### src/rtl/dcache_mem_ctrl.sv
// -----------------------------------------------------------------------------
// dcache_mem_ctrl
//
// Miss/eviction controller between the set-associative data cache and a
// word-wide main memory. On a miss it optionally writes the dirty victim line
// back, beat by beat, then fetches the missing line as sequential word beats.
// The assembled line is returned to the cache with a one-cycle response pulse.
//
// Ports:
//   clk                 system clock, all state on rising edge
//   rst                 asynchronous active-low reset
//   i_cache_miss        miss request level, held until the response is seen
//   i_miss_addr         byte address of the missing access
//   i_evict             victim line is dirty (qualified by i_cache_miss)
//   i_evict_addr        byte address of the victim line
//   i_evict_data        victim line data
//   o_memory_line       refilled line, valid while o_memory_response is high
//   o_memory_response   one-cycle refill-complete pulse
//   o_busy              high in every state except idle
//   o_mem_req           beat request to memory
//   o_mem_we            1 = write beat, 0 = read beat
//   o_mem_addr          word-aligned beat address
//   o_mem_wdata         write beat data
//   i_mem_ready         memory accepts the request this cycle
//   i_mem_rvalid        read data valid
//   i_mem_rdata         read beat data
// -----------------------------------------------------------------------------
module dcache_mem_ctrl #(
    parameter int unsigned ADDR_W = 32,
    parameter int unsigned WORD_W = 32,
    parameter int unsigned LINE_W = 512
) (
    input  logic              clk,
    input  logic              rst,
    input  logic              i_cache_miss,
    input  logic [ADDR_W-1:0] i_miss_addr,
    input  logic              i_evict,
    input  logic [ADDR_W-1:0] i_evict_addr,
    input  logic [LINE_W-1:0] i_evict_data,
    output logic [LINE_W-1:0] o_memory_line,
    output logic              o_memory_response,
    output logic              o_busy,
    output logic              o_mem_req,
    output logic              o_mem_we,
    output logic [ADDR_W-1:0] o_mem_addr,
    output logic [WORD_W-1:0] o_mem_wdata,
    input  logic              i_mem_ready,
    input  logic              i_mem_rvalid,
    input  logic [WORD_W-1:0] i_mem_rdata
);

    localparam int unsigned BEATS       = LINE_W / WORD_W;
    localparam int unsigned OFFSET_BITS = $clog2(LINE_W / 8);
    localparam int unsigned CNT_W       = $clog2(BEATS);
    localparam int unsigned BYTE_SH     = $clog2(WORD_W / 8);

    localparam logic [ADDR_W-1:0] LINE_MASK = ~((ADDR_W'(1) << OFFSET_BITS) - ADDR_W'(1));
    localparam logic [CNT_W-1:0]  LAST_BEAT = CNT_W'(BEATS - 1);

    typedef enum logic [2:0] {
        StIdle,
        StWb,
        StReadReq,
        StReadWait,
        StRespond
    } state_e;

    state_e                        r_state, w_state_d;
    logic [CNT_W-1:0]              r_k, w_k_d;
    logic [ADDR_W-1:0]             r_miss_base, w_miss_base_d;
    logic [ADDR_W-1:0]             r_evict_base, w_evict_base_d;
    logic [BEATS-1:0][WORD_W-1:0]  r_evict_data, w_evict_data_d;
    logic [BEATS-1:0][WORD_W-1:0]  r_line;

    logic                          r_mem_req, w_mem_req_d;
    logic                          r_mem_we, w_mem_we_d;
    logic [ADDR_W-1:0]             r_mem_addr, w_mem_addr_d;
    logic [WORD_W-1:0]             r_mem_wdata, w_mem_wdata_d;
    logic                          r_resp, w_resp_d;
    logic                          r_busy, w_busy_d;

    logic                          w_accept;
    logic                          w_rd_beat;
    logic                          w_last;

    assign w_accept  = r_mem_req & i_mem_ready;
    // rvalid is only meaningful while a read is outstanding
    assign w_rd_beat = (r_state == StReadWait) & i_mem_rvalid;
    assign w_last    = (r_k == LAST_BEAT);

    // State register and captured transfer context
    always_ff @(posedge clk or negedge rst) begin
        if (!rst) begin
            r_state      <= StIdle;
            r_k          <= '0;
            r_miss_base  <= '0;
            r_evict_base <= '0;
            r_evict_data <= '0;
        end else begin
            r_state      <= w_state_d;
            r_k          <= w_k_d;
            r_miss_base  <= w_miss_base_d;
            r_evict_base <= w_evict_base_d;
            r_evict_data <= w_evict_data_d;
        end
    end

    // Next-state logic
    always_comb begin
        w_state_d      = r_state;
        w_k_d          = r_k;
        w_miss_base_d  = r_miss_base;
        w_evict_base_d = r_evict_base;
        w_evict_data_d = r_evict_data;
        case (r_state)
            StIdle: begin
                if (i_cache_miss) begin
                    w_miss_base_d = i_miss_addr & LINE_MASK;
                    w_k_d         = '0;
                    if (i_evict) begin
                        w_evict_base_d = i_evict_addr & LINE_MASK;
                        w_evict_data_d = i_evict_data;
                        w_state_d      = StWb;
                    end else begin
                        w_state_d = StReadReq;
                    end
                end
            end
            StWb: begin
                if (w_accept) begin
                    if (w_last) begin
                        w_k_d     = '0;
                        w_state_d = StReadReq;
                    end else begin
                        w_k_d = r_k + CNT_W'(1);
                    end
                end
            end
            StReadReq: begin
                if (w_accept) begin
                    w_state_d = StReadWait;
                end
            end
            StReadWait: begin
                if (w_rd_beat) begin
                    if (w_last) begin
                        w_state_d = StRespond;
                    end else begin
                        w_k_d     = r_k + CNT_W'(1);
                        w_state_d = StReadReq;
                    end
                end
            end
            StRespond: begin
                w_state_d = StIdle;
            end
            default: begin
                w_state_d = StIdle;
            end
        endcase
    end

    // Output logic: computed from the next state so the registered request
    // appears in the same cycle the FSM enters a requesting state and stays
    // unchanged until the beat is accepted.
    always_comb begin
        w_mem_req_d   = (w_state_d == StWb) || (w_state_d == StReadReq);
        w_mem_we_d    = (w_state_d == StWb);
        w_mem_addr_d  = ((w_state_d == StWb) ? w_evict_base_d : w_miss_base_d)
                        + (ADDR_W'(w_k_d) << BYTE_SH);
        w_mem_wdata_d = w_mem_we_d ? w_evict_data_d[w_k_d] : '0;
        w_resp_d      = (w_state_d == StRespond);
        w_busy_d      = (w_state_d != StIdle);
    end

    always_ff @(posedge clk or negedge rst) begin
        if (!rst) begin
            r_mem_req   <= 1'b0;
            r_mem_we    <= 1'b0;
            r_mem_addr  <= '0;
            r_mem_wdata <= '0;
            r_resp      <= 1'b0;
            r_busy      <= 1'b0;
        end else begin
            r_mem_req   <= w_mem_req_d;
            r_mem_we    <= w_mem_we_d;
            r_mem_addr  <= w_mem_addr_d;
            r_mem_wdata <= w_mem_wdata_d;
            r_resp      <= w_resp_d;
            r_busy      <= w_busy_d;
        end
    end

    // Line buffer keeps its contents after the response until the next refill
    always_ff @(posedge clk or negedge rst) begin
        if (!rst) begin
            r_line <= '0;
        end else if (w_rd_beat) begin
            r_line[r_k] <= i_mem_rdata;
        end
    end

    assign o_memory_line     = r_line;
    assign o_memory_response = r_resp;
    assign o_busy            = r_busy;
    assign o_mem_req         = r_mem_req;
    assign o_mem_we          = r_mem_we;
    assign o_mem_addr        = r_mem_addr;
    assign o_mem_wdata       = r_mem_wdata;

endmodule

### config.mk
export PLATFORM = sky130hd
export DESIGN_NAME = dcache_mem_ctrl
export DESIGN_NICKNAME = d
export VERILOG_FILES = /design/src/rtl/dcache_mem_ctrl.sv
export SDC_FILE = /design/constraint.sdc
export NUM_CORES = 2
export LEC_CHECK = 0
export ABC_AREA = 0
export BUFFER_PORTS_ARGS = -buffer_cell sky130_fd_sc_hd__buf_4
export CAP_MARGIN = 25
export CORE_AREA = 2 2 458 460
export DETAILED_ROUTE_END_ITERATION = 10
export DIE_AREA = 0 0 460 462
export GPL_TIMING_DRIVEN = 0
export PLACE_DENSITY = 0.48
export SLEW_MARGIN = 40
export SYNTH_ARGS = -nofsm -noshare
export SYNTH_HDL_FRONTEND = slang
export SYNTH_SLANG_ARGS = --single-unit
### constraint.sdc
create_clock -name clk -period 5.4 [get_ports clk]
set_input_delay 1.08 -clock clk [delete_from_list [all_inputs] [get_ports clk]]
set_output_delay 1.08 -clock clk [all_outputs]
set_load 0.03 [all_outputs]
Yosys cells after proc, flatten, opt, wreduce, memory -nomap -nowiden
Index checks and enable logic that the tools add are counted.
Cells by class
  multiply operators: 0
  reduce and logical (&&, ||, !) cells: 4
  div/mod/pow operators: 0
  shifts and indexed selects: 0
  muxes and demuxes: 29
  eq/ne operators: 7
  $add $sub $neg: 2
  order comparisons: 3
  bitwise operators: 2
Operators by type and width (number)
  two-way mux 512 bit: 3
  bitwise mux 512 bit: 1
  two-way mux 32 bit: 9
  binary-select mux 32 bit (select 4 bit): 1
  demux 32 bit (select 4 bit): 1
  adder 32 x 6 -> 32 bit: 1
  two-way mux 4 bit: 5
  two-way mux 3 bit: 6
  one-hot mux 3 bit (4 select lines): 1
  one-hot mux 4 bit (3 select lines): 1
  < comparator 4 x 5 -> 1 bit (second input constant): 2
  == test 3 x 2 -> 1 bit (second input constant): 3
  == test 3 x 1 -> 1 bit (second input constant): 2
  adder 4 x 1 -> 4 bit (second input constant): 1
  == test 4 bit (second input constant): 1
  >= comparator 4 x 1 -> 1 bit (second input constant): 1
  == test 3 bit (second input constant): 1
  zero test 3 bit: 1
  nonzero test 3 bit: 1
  bitwise AND 1 bit: 2
  two-way mux 2 bit: 1
  logical AND 1 bit: 1
  logical OR 1 bit: 1
Word-level totals
  output and inout port bits: 580
  logic and storage cells: 89
  latch bits: 0
  bits of input ports: 614
  memory bits (writable): 0
  bits in read-only memories: 0
  memories: 0
  register bits after elaboration: 1163

Depth between registers and ports, before layout
  word-level depth: 7
  mapped depth: 20
  depth with buffers taken out: 17

Worst setup path before layout
OpenSTA, ideal clock, no wires.
  path kind: in2reg
  start point: input i_cache_miss
  end point: register r_mem_addr[28], in the netlist o_mem_addr[28]
  arrival: 4.851 ns
  path slack: 0.470 ns
  cell stages on the path: 18
  path through: nor4b_4 nand2_1 and2_1 buf_2 buf_2 buf_2 buf_2 mux2_2 ha_1 inv_1 fa_1 nor2b_1 o21ai_0 a2111oi_0 mux2i_1 nor2_1 and3_1 xor2_1
Between the ends
  word-level cells in the longest chain between the ends: 5
RTL lines
  from (decl): line 35  | input logic i_cache_miss,
  two-way mux 3 bit: line 117  | if (i_cache_miss) begin
  one-hot mux 3 bit (4 select lines): line 115  | case (r_state)
  == test 3 x 1 -> 1 bit: line 169  | w_mem_addr_d = ((w_state_d == StWb) ? w_evict_base_d : w_miss_base_d)
  two-way mux 32 bit: line 169
  adder 32 x 6 -> 32 bit *: line 170  | + (ADDR_W'(w_k_d) << BYTE_SH);
  via w_mem_addr_d[28]: line 77  | logic [ADDR_W-1:0] r_mem_addr, w_mem_addr_d;
  to (signal assigned): line 187  | r_mem_addr <= w_mem_addr_d;
  to (decl): line 77
Mark *: on every way through the listed nets, which the timed path passes. The rest lies on a longest branch.
A chain may end at the register's enable or synchronous reset.

Worst setup path after layout
  start point: register r_k[1]
  end point: register r_mem_addr[18], in the netlist o_mem_addr[18]
Between the ends
  word-level cells in the longest chain between the ends: 7
RTL lines
  from (decl): line 69  | logic [CNT_W-1:0] r_k, w_k_d;
  from (signal assigned): line 101  | r_k <= w_k_d;
  == test 4 bit: line 89  | assign w_last = (r_k == LAST_BEAT);
  two-way mux 3 bit, on equally long branches: line 131, 146
  two-way mux 3 bit, on equally long branches: line 130, 145
  one-hot mux 3 bit (4 select lines): line 115
  == test 3 x 1 -> 1 bit: line 169
  two-way mux 32 bit: line 169
  adder 32 x 6 -> 32 bit *: line 170
  via w_mem_addr_d[18]: line 77
Marked as above.

==> results.json <==
{
  "grt_usage_pct": 22.5,
  "ios": 1194,
  "grt_max_degree": 108,
  "rsz0062_at_grt": "false",
  "fin_ws_ps": 229,
  "synth_top_area_share_pct": 59.4,
  "viasPerCell": 4.61,
  "dp_slack_ps": -1490,
  "worstPathMaxFanout": 20,
  "antenna_found_initial": 51,
  "yosys-top-cells-area": "dfrtp_1, mux2_2, nand2_1",
  "yosysMostFrequentCell": "nand2_1",
  "overflow": 0,
  "max-cap-violations": 0,
  "cts_root_buffer": "clkbuf_16",
  "synth_edf_count": 0,
  "max_slew_margin_pct": 41.2,
  "worstMarginPinSlew_ps": 883,
  "ctsHtreeMaxLevel": 4,
  "drive_gt1_share_pct": 38.3,
  "synth_common_cells": "nand2_1, dfrtp_1, mux2_2",
  "rows": 168,
  "synth_seq_area_share_pct": 59.4,
  "fin_area_um2": 66800,
  "core_um2": 208000,
  "cts_tree": "done",
  "drcViolationCount": 0,
  "numClockSinks": 1163,
  "syn_inst": 4291,
  "io_buffers": 1180,
  "tns_ps": 0,
  "postPlaceCellArea_um2": 61900,
  "fp.dieH_um": 462,
  "syn_avg_cell_area_um2": 11.4,
  "final_cells": 8483,
  "ys_warn_count": 0,
  "crit_top_cell": "ha_1",
  "final_max_slew_viol_count": 0,
  "setup_viol": 0,
  "synthArstFlopShare_pct": 100,
  "hold_path.class": "in2async",
  "ys_seq_elements": 1163,
  "hpwl_um": 194000,
  "cp-start-kind": "register",
  "leakagePower_nw": 34.2,
  "worstPathRequired_ps": 6050,
  "synthesis.nets": 4915,
  "crit_family": "adder cells",
  "syn_area_um2": 49000,
  "yosysTopAreaCell": "dfrtp_1",
  "clkSlewWorstSetupHoldPaths_ps": 60,
  "fin_crit_sh_pct": 95.8,
  "initial_core_util_pct": 23.5,
  "hold_viol": 0,
  "cp-end-kind": "register",
  "clockBufferDepth": 3,
  "cp.buffers_inverters": 6,
  "slowest_delay_ps": 550,
  "clk_latency_ps": 830,
  "synth-main-ff-cell": "dfrtp_1",
  "placed_cells": 8211,
  "yosysUniqueCellTypes": 60,
  "die-width_um": 460,
  "cp_cell_sequence": "ha_4 -> and3_1 -> clkinv_2 -> ha_1 -> a2bb2oi_2 -> buf_6 -> and2_1 -> buf_2 -> inv_2 -> buf_8 -> ha_1 -> inv_1 -> fa_1 -> nor2b_1 -> o21ai_1 -> a222oi_1 -> mux2i_4 -> a211oi_1 -> xnor2_1 -> mux2i_1",
  "globalplace.congestion": 0.912,
  "nets": 6257,
  "hold_buffers": 0,
  "first_iter_violations": 2723,
  "vias": 39100,
  "die_area_um2": 213000,
  "cts_buffers": 142,
  "ir_worst_vdd_v": 0.000345,
  "grt_pass1_vias": 40900,
  "first_pass_iters": 6,
  "grt_first_pass_wirelength_um": 332000,
  "status": "finished, final reports clean",
  "syn_to_final_growth_pct": 36.2,
  "wirelength_um": 246000,
  "powerDensity_nw_per_um2": 512,
  "wl_per_cell_um": 29.0,
  "finalClockSkew_ps": 61.0,
  "worst_path_max_delay_cell": "a222oi_1",
  "ant_nets": 0,
  "finalCriticalPeriod_ps": 5170,
  "fin_worst_hold_slack_ps": 117,
  "clock.fmax_mhz": 193,
  "path_class": "reg2reg",
  "worst-endpoint-arrival_ps": 5820
}
[placed cells by master, fill, tap and decap left out, types with 35 or more instances in the layout]
cell,synthesis,routed
clkbuf_1,189,191
buf_1,69,49
o211ai_1,130,130
buf_2,37,48
a21o_1,138,138
o22ai_1,63,58
a21oi_1,78,72
clkbuf_16,0,145
nand2_1,1281,1280
clkbuf_2,0,35
dfrtp_1,1163,1162
buf_4,0,1185
mux2_2,660,660
mux2i_1,154,153
[logic make-up after synthesis]
family	after synthesis	synth area share, %
compound gates	472	6.65
xor+xnor	34	0.608
fa+ha+maj	10	0.271
buf+inv	330	2.67
flops	1163	59.4
mux	815	18.3
simple gates	1467	12.1
[sequential cells by signal, summed over array words and instances (netlist names), 3 cells and up]
| signal | count |
|---|---|
| r_evict_base | 32 |
| r_evict_data | 512 |
| r_state | 3 |
| o_mem_addr | 32 |
| o_mem_wdata | 32 |
| r_k | 4 |
| r_miss_base | 32 |
| o_memory_line | 512 |
[metal layers]
layer | part of all wire, % | global-route usage (%) | routed length [µm] | vias up
li1 | - | - | - | 17300
met1 | 38 | 25.4 | 93600 | 19900
met2 | 50 | 39.2 | 123000 | 1588
met3 | 7.4 | 6.34 | 18100 | 328
met4 | 4.6 | 10.1 | 11300 | 24
met5 | 0.051 | 0 | 126 | -
[metrics by stage]
step           total power, mW  util [%]
2_1_floorplan             19.4         -
3_3_place_gp              24.4      29.4
3_5_place_dp              24.6      29.7
4_1_cts                   34.5      32.0
5_1_grt                   35.9      32.1
6_report                  34.2      32.1
[worst register-to-register path, cell delays in order, from the launching register on]
cell,delay [ps]
dfrtp_1,460
ha_4,230
and3_1,260
clkinv_2,180
ha_1,330
a2bb2oi_2,170
buf_6,170
and2_1,150
buf_2,200
inv_2,180
buf_8,250
ha_1,260
inv_1,60
fa_1,450
nor2b_1,140
o21ai_1,170
a222oi_1,550
mux2i_4,240
a211oi_1,320
xnor2_1,150
mux2i_1,100
[power by group]
group          switching, mW  internal (mW)  leakage, nW
clock                   4.09           5.61         2.30
sequential             0.931           11.4         15.1
combinational           7.81           4.37         16.8
total                   12.8           21.4         34.2
[final timing paths]
path	from	end	slack, ps	depth (start not counted)
setup / recovery	r_k[1]$_DFF_PN0_	o_mem_addr[18]$_DFF_PN0_	230	20
hold / removal	rst	r_evict_data[101]$_DFF_PN0_	120	1
min in group clk	r_miss_base[3]$_DFF_PN0_	r_miss_base[3]$_DFF_PN0_	450	2
setup reg to reg	r_k[1]$_DFF_PN0_	o_mem_addr[18]$_DFF_PN0_	230	20
max in group asynchronous	rst	o_memory_line[56]$_DFFE_PN0P_	2320	6
hold reg to reg	r_miss_base[3]$_DFF_PN0_	r_miss_base[3]$_DFF_PN0_	450	2
[timing repair]
action / in CTS / in global routing
setup endpoints to repair: 26 / 15
gates resized for setup: 16 / 8
setup buffers: 2 / 0
endpoints found under the hold margin: 0 / 0
pin swaps: 2 / 1
[final cells by class]
| cell class | count | area, µm² |
|---|---|---|
| Inverter | 32 | 125 |
| Multi-Input combinational cell | 2798 | 18700 |
| Buffer | 294 | 1250 |
| Timing Repair Buffer | 1202 | 9380 |
| Tap cell | 2720 | 3400 |
| Clock inverter | 43 | 559 |
| Antenna cell | 23 | 57.6 |
| Clock buffer | 208 | 4150 |
| Fill cell | 21500 | 141000 |
| Sequential cell | 1163 | 29100 |
Note: power is estimated with default switching activity, not from simulation.
